--- src/rtl/apb_initiator_pkg.sv ---
// rtl/apb_initiator_pkg.sv - shared state encoding and defaults for the APB initiator
package apb_initiator_pkg;

    typedef enum logic [1:0] {
        IDLE   = 2'd0,
        SETUP  = 2'd1,
        ACCESS = 2'd2,
        RESP   = 2'd3
    } apb_init_state_t;

    localparam int APB_TIMEOUT_DEFAULT = 255;

endpackage

--- src/rtl/apb_timeout_ctr.sv ---
// rtl/apb_timeout_ctr.sv - ACCESS wait-state counter with expiry flag (used under APB_TIMEOUT_EN)
module apb_timeout_ctr #(
    parameter int LIMIT = 255
) (
    input  logic PCLK,
    input  logic PRESETn,
    input  logic clear,
    input  logic tick,
    output logic expired
);

    localparam int CW = ($clog2(LIMIT + 1) > 8) ? $clog2(LIMIT + 1) : 8;
    localparam logic [CW-1:0] LAST = CW'(LIMIT - 1);

    logic [CW-1:0] count;

    // Expiry is flagged in the cycle that would be the LIMIT-th stalled ACCESS cycle.
    assign expired = tick && (count == LAST);

    always_ff @(posedge PCLK or negedge PRESETn) begin
        if (!PRESETn) begin
            count <= '0;
        end else if (clear) begin
            count <= '0;
        end else if (tick && !expired) begin
            count <= count + CW'(1);
        end
    end

endmodule

--- src/rtl/apb_initiator.sv ---
// rtl/apb_initiator.sv - APB4 requester FSM; optional ACCESS timeout via APB_TIMEOUT_EN
module apb_initiator
    import apb_initiator_pkg::*;
#(
    parameter int XLEN           = 64,
    parameter int ADDR_W         = 32,
    parameter int TIMEOUT_CYCLES = APB_TIMEOUT_DEFAULT
) (
    input  logic                PCLK,
    input  logic                PRESETn,
    input  logic                ReqValid,
    output logic                ReqReady,
    input  logic [ADDR_W-1:0]   ReqAddr,
    input  logic                ReqWrite,
    input  logic [XLEN-1:0]     ReqWData,
    input  logic [XLEN/8-1:0]   ReqStrb,
    output logic                RspValid,
    input  logic                RspReady,
    output logic [XLEN-1:0]     RspRData,
    output logic                RspErr,
    output logic                PSEL,
    output logic                PENABLE,
    output logic [ADDR_W-1:0]   PADDR,
    output logic                PWRITE,
    output logic [XLEN-1:0]     PWDATA,
    output logic [XLEN/8-1:0]   PSTRB,
    input  logic [XLEN-1:0]     PRDATA,
    input  logic                PREADY,
    input  logic                PSLVERR
);

    apb_init_state_t state;
    logic            accept;
    logic            timeout_hit;

    assign ReqReady = (state == IDLE) | ((state == RESP) & RspReady);
    assign accept   = ReqValid & ReqReady;

`ifdef APB_TIMEOUT_EN
    logic ctr_clear;
    logic ctr_tick;

    assign ctr_clear = (state == SETUP);
    assign ctr_tick  = (state == ACCESS) && !PREADY;

    apb_timeout_ctr #(
        .LIMIT (TIMEOUT_CYCLES)
    ) u_timeout_ctr (
        .PCLK    (PCLK),
        .PRESETn (PRESETn),
        .clear   (ctr_clear),
        .tick    (ctr_tick),
        .expired (timeout_hit)
    );
`else
    assign timeout_hit = 1'b0;
`endif

    always_ff @(posedge PCLK or negedge PRESETn) begin
        if (!PRESETn) begin
            state    <= IDLE;
            PSEL     <= 1'b0;
            PENABLE  <= 1'b0;
            PADDR    <= '0;
            PWRITE   <= 1'b0;
            PWDATA   <= '0;
            PSTRB    <= '0;
            RspValid <= 1'b0;
            RspRData <= '0;
            RspErr   <= 1'b0;
        end else begin
            case (state)
                SETUP: begin
                    PENABLE <= 1'b1;
                    state   <= ACCESS;
                end
                ACCESS: begin
                    // A PREADY coinciding with timeout expiry completes normally.
                    if (PREADY) begin
                        PSEL     <= 1'b0;
                        PENABLE  <= 1'b0;
                        RspValid <= 1'b1;
                        RspErr   <= PSLVERR;
                        RspRData <= PWRITE ? '0 : PRDATA;
                        state    <= RESP;
                    end else if (timeout_hit) begin
                        PSEL     <= 1'b0;
                        PENABLE  <= 1'b0;
                        RspValid <= 1'b1;
                        RspErr   <= 1'b1;
                        RspRData <= '0;
                        state    <= RESP;
                    end
                end
                RESP: begin
                    if (RspReady) begin
                        RspValid <= 1'b0;
                        state    <= IDLE;
                    end
                end
                default: begin
                end
            endcase

            // Accept overrides the RESP->IDLE path so back-to-back transfers skip the idle cycle.
            if (accept) begin
                PADDR  <= ReqAddr;
                PWRITE <= ReqWrite;
                PWDATA <= ReqWrite ? ReqWData : '0;
                PSTRB  <= ReqWrite ? ReqStrb : '0;
                PSEL   <= 1'b1;
                state  <= SETUP;
            end
        end
    end

endmodule
--- config.mk ---
export PLATFORM = sky130hd
export DESIGN_NAME = apb_initiator
export DESIGN_NICKNAME = d
export VERILOG_FILES = /design/src/rtl/apb_initiator_pkg.sv /design/src/rtl/apb_timeout_ctr.sv /design/src/rtl/apb_initiator.sv
export SDC_FILE = /design/constraint.sdc
export NUM_CORES = 1
export LEC_CHECK = 0
export BUFFER_PORTS_ARGS = -buffer_cell sky130_fd_sc_hd__buf_2
export CAP_MARGIN = 25
export CORE_ASPECT_RATIO = 1.4
export CORE_MARGIN = 8
export CORE_UTILIZATION = 47
export DETAILED_ROUTE_END_ITERATION = 7
export MAX_ROUTING_LAYER = met4
export PLACE_DENSITY_LB_ADDON = 0.12
export SLEW_MARGIN = 10
export SYNTH_ARGS = -nofsm -noshare
export SYNTH_HDL_FRONTEND = slang
export SYNTH_SLANG_ARGS = --single-unit
--- constraint.sdc ---
create_clock -name PCLK -period 1.8 [get_ports PCLK]
set_input_delay 0.45 -clock PCLK [delete_from_list [all_inputs] [get_ports PCLK]]
set_output_delay 0.45 -clock PCLK [all_outputs]
set_load 0.02 [all_outputs]
==> metrics.md, run 1 <==
| Metric | Value |
|---|---|
| FP Rows | `54` |
| Largest area contributor in the synthesized netlist | `dfrtp_1` |
| Slew HR | `72.4%` |
| Setup WS post-layout | `-0.0225 ns` |
| First drt pass iteration count | `4` |
| Clock Sinks | `175` |
| First-pass GRT wire length | `33500 um` |
| Vias | `5964` |
| Ys flop type | `dfrtp_1` |
| Syn Std Cell Area | `7420 sq um` |
| Synth Area in Adders | `0.843%` |
| Post-synth EDFFs | `0` |
| Final Instance Count excl. Fillers | `1184` |
| Largest family of logic cells by synthesized area | `simple AND/OR/NAND/NOR gates` |
| Max incr delay on CP | `0.41 ns` |
| Async set or reset register ratio after synthesis | `100%` |
| Syn avg cell area | `11.8 sq um` |
| Max Cap Viol | `0` |
| Die ar. | `20100 sq um` |
| Initial Util | `47.7%` |
| FF-to-FF path depth | `6` |
| Buf+Inv Stages, Crit Path | `1` |
| # H-tree levels | `4` |
| Largest net degree at the start of global routing | `74` |
| Hold slack | `0.247 ns` |
| CP Class | `reg -> out` |
| CTS clk-pin slew, worst paths | `0.06 ns` |
| Mux contribution to synthesized area | `5.31%` |
| RSZ-0062 raised after global routing | `yes` |
| CP Depth | `3` |
| Nets | `1150` |
| VDD IR max | `839 uV` |
| Failing checks | `negative setup slack` |
| Crit-path cells | `ha_2, a21o_4, buf_6` |
| Critical path peak fanout | `3` |
| Residual DRC | `0` |
| Worst-case clock buffer depth | `2` |
| Final Wtd Congestion | `0.799` |
| Yosys top cell area share | `59.0%` |
| All-Layer GR Usage | `22.0%` |
| Netlist cell types | `27` |
| Die width | `122 um` |
| WP data required | `1.35 ns` |
| Dpl hpwl | `16400 um` |
| R2r setup slk | `0.05 ns` |
| Initial antenna violation count | `5` |
| CTS tree | `yes` |
| Die Span Y | `165 um` |
| Synth warn | `0` |
| Crit end category | `output pin` |
| Initial drt markers | `449` |
| XOR/XNOR share of the synthesized area | `0%` |
| Status | `finished, violations left` |
| Seq/Total Area, Yosys | `59.0%` |
| Max Slew Vio Count | `0` |
| Gate Count Post-Synth | `627` |
| Final setup viols | `1` |
| Tmin final | `1.82 ns` |
| Post-synthesis simple-gate area fraction | `15.4%` |
| Power per Cell Area | `1920 nW/um^2` |
| Worst Clk Skew | `0.0125 ns` |
| Compound-cell area share of the yosys netlist | `14.7%` |
| CP max stage cell | `dfrtp_1` |
| WL/cell | `18.6 um` |
| Layout Utilization | `64.9%` |
| Pre-CTS WS | `0.0628 ns` |
| Core ar. | `15500 sq um` |
| Vias in the first global route | `6105` |
| Slew @ Worst Pin | `0.414 ns` |
| Fraction of layout cells with a size suffix above 1 | `45.4%` |
| Crit path DAT | `1.37 ns` |
| Antenna-violating nets left | `0` |
| Synth Register Bits | `175` |
| Clk root buf | `clkbuf_16` |
| Syn_nets | `807` |
| CTS buffer count | `17` |
| FMAX | `549 MHz` |
| GR Overflow Total | `0` |
| Top delay family on crit path | `flip-flops` |
| Port buffer count | `348` |
| Hold Path Cell Cnt | `2` |
| Static leakage | `0.00571 uW` |
| IO Pins | `349` |
| Placed insts | `1141` |
| Final Hold Vio Count | `0` |
| Critical Path Start Type | `flip-flop` |
| Routed WL | `22100 um` |
| Largest cells by area after synthesis | `dfrtp_1 59%, a21bo_1 9.3%, nand4_1 6.1%, nand2b_1 5.5%, o21ai_0 4.4%` |
| Skew-Pair Late Insertion Delay | `0.42 ns` |
| Via density | `5.04` |
| Min-delay worst type | `in -> reg` |
| Tcrit/Tclk final | `101%` |
| Syn-to-layout area delta | `36.0%` |
[final timing paths]
path	to	startpoint
max in group asynchronous	RspRData[4]	PRESETn
max reg2reg	PADDR[8]	state[1]
min reg2reg	RspRData[32]	RspRData[32]
min in group asynchronous	RspRData[29]	PRESETn
max	ReqReady	state[1]
min	PADDR[4]	ReqAddr[4]
[power by group]
part           switching, uW  internal (uW)  total, uW  leakage [uW]
clock                   1600           1840       3440      0.000268
sequential              1030           5830       6860       0.00223
combinational           5510           3580       9090       0.00321
[routing by layer]
metal | GRT usage, % | routed length, um | vias up
li1 | - | - | 2877
met1 | 28.4 | 9440 | 2808
met2 | 33.5 | 10600 | 250
met3 | 4.86 | 1520 | 29
met4 | 8.00 | 497 | 0
met5 | - | 0 | -
[repair_timing]
item | in CTS | in global routing
pin swaps | 1 | 1
endpoints found under the setup margin | 1 | 51
resized for setup | 7 | 5
cloned | 0 | 1
hold buffers | 1 | 0
buffers inserted | 4 | 0
hold endpoints to repair | 31 | 0
[cell usage after synthesis, types with 2 or more instances]
library cell,count
nand2_1,68
buf_1,6
nand2b_1,65
mux2_2,27
a21bo_1,69
o21ai_0,65
ha_1,5
mux2_1,8
buf_2,12
buf_6,14
nand4_1,72
inv_1,3
buf_4,2
a21bo_2,3
dfrtp_1,175
clkbuf_1,21
a21oi_1,2
[cell families after synthesis]
group	after synthesis
compound gates	143
fa+ha+maj	5
buf+inv	59
flops	175
mux	35
simple gates	210
[stage by stage]
stage | area [sq um] | power, uW | TNS, ns
floorplan | 7420 | 12500 | 0
global placement | 9410 | 15700 | 0
detailed placement | 9410 | 15900 | 0
CTS | 10000 | 19500 | -0.0265
global route | 10100 | 20600 | -0.0656
finish | 10100 | 19400 | -0.0225
[cell usage in the layout (no fill, tap or decap), types with 11 or more instances in the layout]
cell       count
o21ai_0       65
clkbuf_16     18
nand4_1       72
dfrtp_1      175
nand2b_1      65
nand2_1       67
buf_12        11
buf_4         16
a21bo_1       69
mux2_2        27
buf_2        346
[cell type report]
type,count,area [sq um]
fillers,1295,5450
flip-flops and latches,175,4380
multi-input cells,393,2730
repair buffers,380,2160
clock buffers,20,447
well taps,196,245
clock inverters,12,103
diodes,5,12.5
inverters,3,11.3
[sequential cells by signal, indices dropped and copies added (netlist names), 2 cells and up]
| signal | count |
|---|---|
| state | 2 |
| PWDATA | 64 |
| PADDR | 32 |
| RspRData | 64 |
| PSTRB | 8 |
Note: power is estimated with default switching activity, not from simulation.
==> run 2, diff against run 1 <==
BUFFER_PORTS_ARGS = -buffer_cell sky130_fd_sc_hd__clkbuf_2   (was -buffer_cell sky130_fd_sc_hd__buf_2)
==> run 2 against run 1 <==
  * The flow still finishes with violations (negative setup slack)
  * Design area increased by 0.99%
  * Non-clock buffer count increased by 4
  * Utilization increased by 0.64 points
  * Total power increased by 2.9%
  * Critical path depth increased by 1
  * Clock skew about the same
  * Register-to-register slack about the same
  * Via count increased by 0.59%
  * Count of clock-buffer cells in the layout decreased by 1
  * Wire length increased by 1.2%
  * Largest power group unchanged
==> metrics.md, run 2 (synthesized netlist as in run 1, its figures left out) <==
| Metric | Value |
|---|---|
| Die width | `122 um (unchanged)` |
| Status | `finished, violations left` |
| Routed WL | `22300 um (+1.2%)` |
| WP data required | `1.35 ns (about the same)` |
| Antenna-violating nets left | `0 (unchanged)` |
| IO Pins | `349 (unchanged)` |
| Most common cell after layout, fill and taps aside | `clkbuf_2` |
| Via density | `5.07 (+0.67%)` |
| Max Slew Vio Count | `0 (unchanged)` |
| GR Overflow Total | `0 (unchanged)` |
| Min-delay worst type | `in -> reg` |
| Layout Utilization | `65.6% (+0.64 points)` |
| Combinational power share | `46.2% (-0.7 points)` |
| Final setup viols | `1 (unchanged)` |
| M1 WL | `9190 um (-2.6%)` |
| Worst-case clock buffer depth | `2 (unchanged)` |
| Die Span Y | `165 um (unchanged)` |
| Max Cap Viol | `0 (unchanged)` |
| FP Rows | `54 (unchanged)` |
| Largest net degree at the start of global routing | `69 (-6.8%)` |
| Syn-to-layout area delta | `37.3%` |
| Initial Util | `47.7% (unchanged)` |
| Setup TNS | `-0.147 ns (-0.125 ns)` |
| Wire length on met2 | `10900 um (+2.6%)` |
| Setup WS post-layout | `-0.147 ns (-0.125 ns)` |
| Placed cell areas | `9420 sq um (about the same)` |
| CP Class | `reg -> out` |
| Nets | `1154 (+0.35%)` |
| Critical Path Start Type | `flip-flop` |
| Critical path peak fanout | `3 (unchanged)` |
| Failing checks | `negative setup slack` |
| Clk root buf | `clkbuf_16` |
| N_diodes | `0 (-5)` |
| Crit path DAT | `1.50 ns (+0.13 ns)` |
| Clock Sinks | `175 (unchanged)` |
| Cell Int Power | `11700 uW (+4.3%)` |
| Finished Cell Area | `10200 sq um (+0.99%)` |
| VDD IR max | `954 uV (+14%)` |
| Vias in the first global route | `6315 (+3.4%)` |
| Power per Cell Area | `1960 nW/um^2 (+1.9%)` |
| Vias | `5999 (+0.59%)` |
| Dpl hpwl | `16700 um (+1.8%)` |
| P_sw | `8220 uW (+0.94%)` |
| All-Layer GR Usage | `22.5% (+0.53 points)` |
| Crit end category | `output pin` |
| Hold slack | `0.251 ns (+0.00403 ns)` |
| Skew-Pair Late Insertion Delay | `0.42 ns (about the same)` |
| Switch share | `41.2% (-0.80 points)` |
| CTS buffer count | `17 (unchanged)` |
| First-pass GRT wire length | `34300 um (+2.3%)` |
| Largest registers | `PWDATA x64, RspRData x64, PADDR x32` |
| Tot Pwr | `20000 uW (+2.9%)` |
| CTS clk-pin slew, worst paths | `0.06 ns (about the same)` |
| # fillers | `1316 (+1.6%)` |
| First drt pass iteration count | `4 (unchanged)` |
| RSZ-0062 raised after global routing | `yes` |
| Final Wtd Congestion | `0.792 (-0.83%)` |
| Fraction of layout cells with a size suffix above 1 | `45.6% (+0.22 points)` |
| Port buffer count | `348 (unchanged)` |
| Initial drt markers | `362 (-19%)` |
| Commonest cells after routing, fill and taps aside | `346 x clkbuf_2, 175 x dfrtp_1, 72 x nand4_1, 69 x a21bo_1, 67 x nand2_1` |
| Slew HR | `65.8% (-6.5 points)` |
| FMAX | `514 MHz (-6.4%)` |
| Die ar. | `20100 sq um (unchanged)` |
| Clock power frac | `19.1% (+1.4 points)` |
| Hold Path Cell Cnt | `2 (unchanged)` |
| Routed wl met3 | `1730 um (+14%)` |
| Tmin final | `1.95 ns (+0.125 ns)` |
| Static leakage | `0.00576 uW (+0.90%)` |
| Initial antenna violation count | `0 (-5)` |
| FF-to-FF path depth | `6 (unchanged)` |
| Share of power burned in registers | `34.7% (-0.7 points)` |
| # H-tree levels | `4 (unchanged)` |
| Residual DRC | `0 (unchanged)` |
| Tcrit/Tclk final | `108% (+6.9 points)` |
| Top routing layer used | `met4` |
| WL/cell | `18.9 um (+1.3%)` |
| Worst Clk Skew | `0.0127 ns (+0.000227 ns)` |
| Final Hold Vio Count | `0 (unchanged)` |
| CTS tree | `yes` |
| Core ar. | `15500 sq um (unchanged)` |
| Slew @ Worst Pin | `0.512 ns (+0.0981 ns)` |
run 2: cell types whose count changed in the layout (fill, tap and decap cells not counted), sizes merged:
cell and change:
clkbuf +345, buf -343, diode -5, bufinv +3, bufbuf +1, clkinvlp -1, inv -1
run 2: path summary, 6_finish.rpt:
path,from,slack [ns],to
worst min register to register,PSEL,0.48,PSEL
worst min-delay path,ReqAddr[0],0.25,PADDR[0]
max in group asynchronous,PRESETn,0.70,PWDATA[52]
min in group asynchronous,PRESETn,0.47,RspRData[29]
worst max register to register,state[1],0.05,PADDR[24]
worst max-delay path,state[1],-0.15,ReqReady
run 2: area by class of cell:
| cell class | count | area [sq um] | area share (%) |
|---|---|---|---|
| inverter | 3 | 11.3 | 0.111 |
| sequential | 175 | 4380 | 43.0 |
| clock buffer | 19 | 433 | 4.25 |
| multi-input combinational | 393 | 2720 | 26.7 |
| tap | 196 | 245 | 2.41 |
| clock inverter | 13 | 179 | 1.76 |
| timing repair buffer | 384 | 2220 | 21.8 |
run 2: metal layers:
| layer | vias up | global-route usage [%] |
|---|---|---|
| met5 | - | - |
| met4 | 0 | 7.84 |
| met3 | 31 | 6.02 |
| met2 | 242 | 35.6 |
| met1 | 2847 | 27.5 |
| li1 | 2879 | - |
run 2: power groups by stage:
stage | Sequential [uW] | Combinational [uW] | Clock, uW
after floorplan | 9150 | 3380 | 0
after global placement | 6940 | 8820 | 0
after detailed placement | 6960 | 9000 | 0
after CTS | 6940 | 9270 | 3900
after global routing | 7180 | 9970 | 4040
final | 6920 | 9230 | 3810
run 2: through the flow:
| step | setup slack (ns) | instances |
|---|---|---|
| finish | -0.147 | 1183 |
| global route | -0.193 | 1183 |
| CTS | -0.165 | 1179 |
| detailed placement | 0.0802 | 1140 |
| global placement | 0.0941 | 1140 |
| floorplan | 0.218 | 627 |
run 2: worst max-delay path: stages, from the launching register on:
cell	delay (ns)
dfrtp_1	0.41
ha_2	0.21
a21o_4	0.23
buf_12	0.13
buf_8	0.12
run 2: timing repair:
| action | CTS | global route |
|---|---|---|
| gates resized for setup | 6 | 3 |
| cloned | 1 | 1 |
| endpoints found under the hold margin | 21 | 0 |
| pin swaps | 1 | 1 |
| setup endpoints to repair | 1 | 8 |
| buffers inserted | 5 | 3 |
| hold buffers | 1 | 0 |
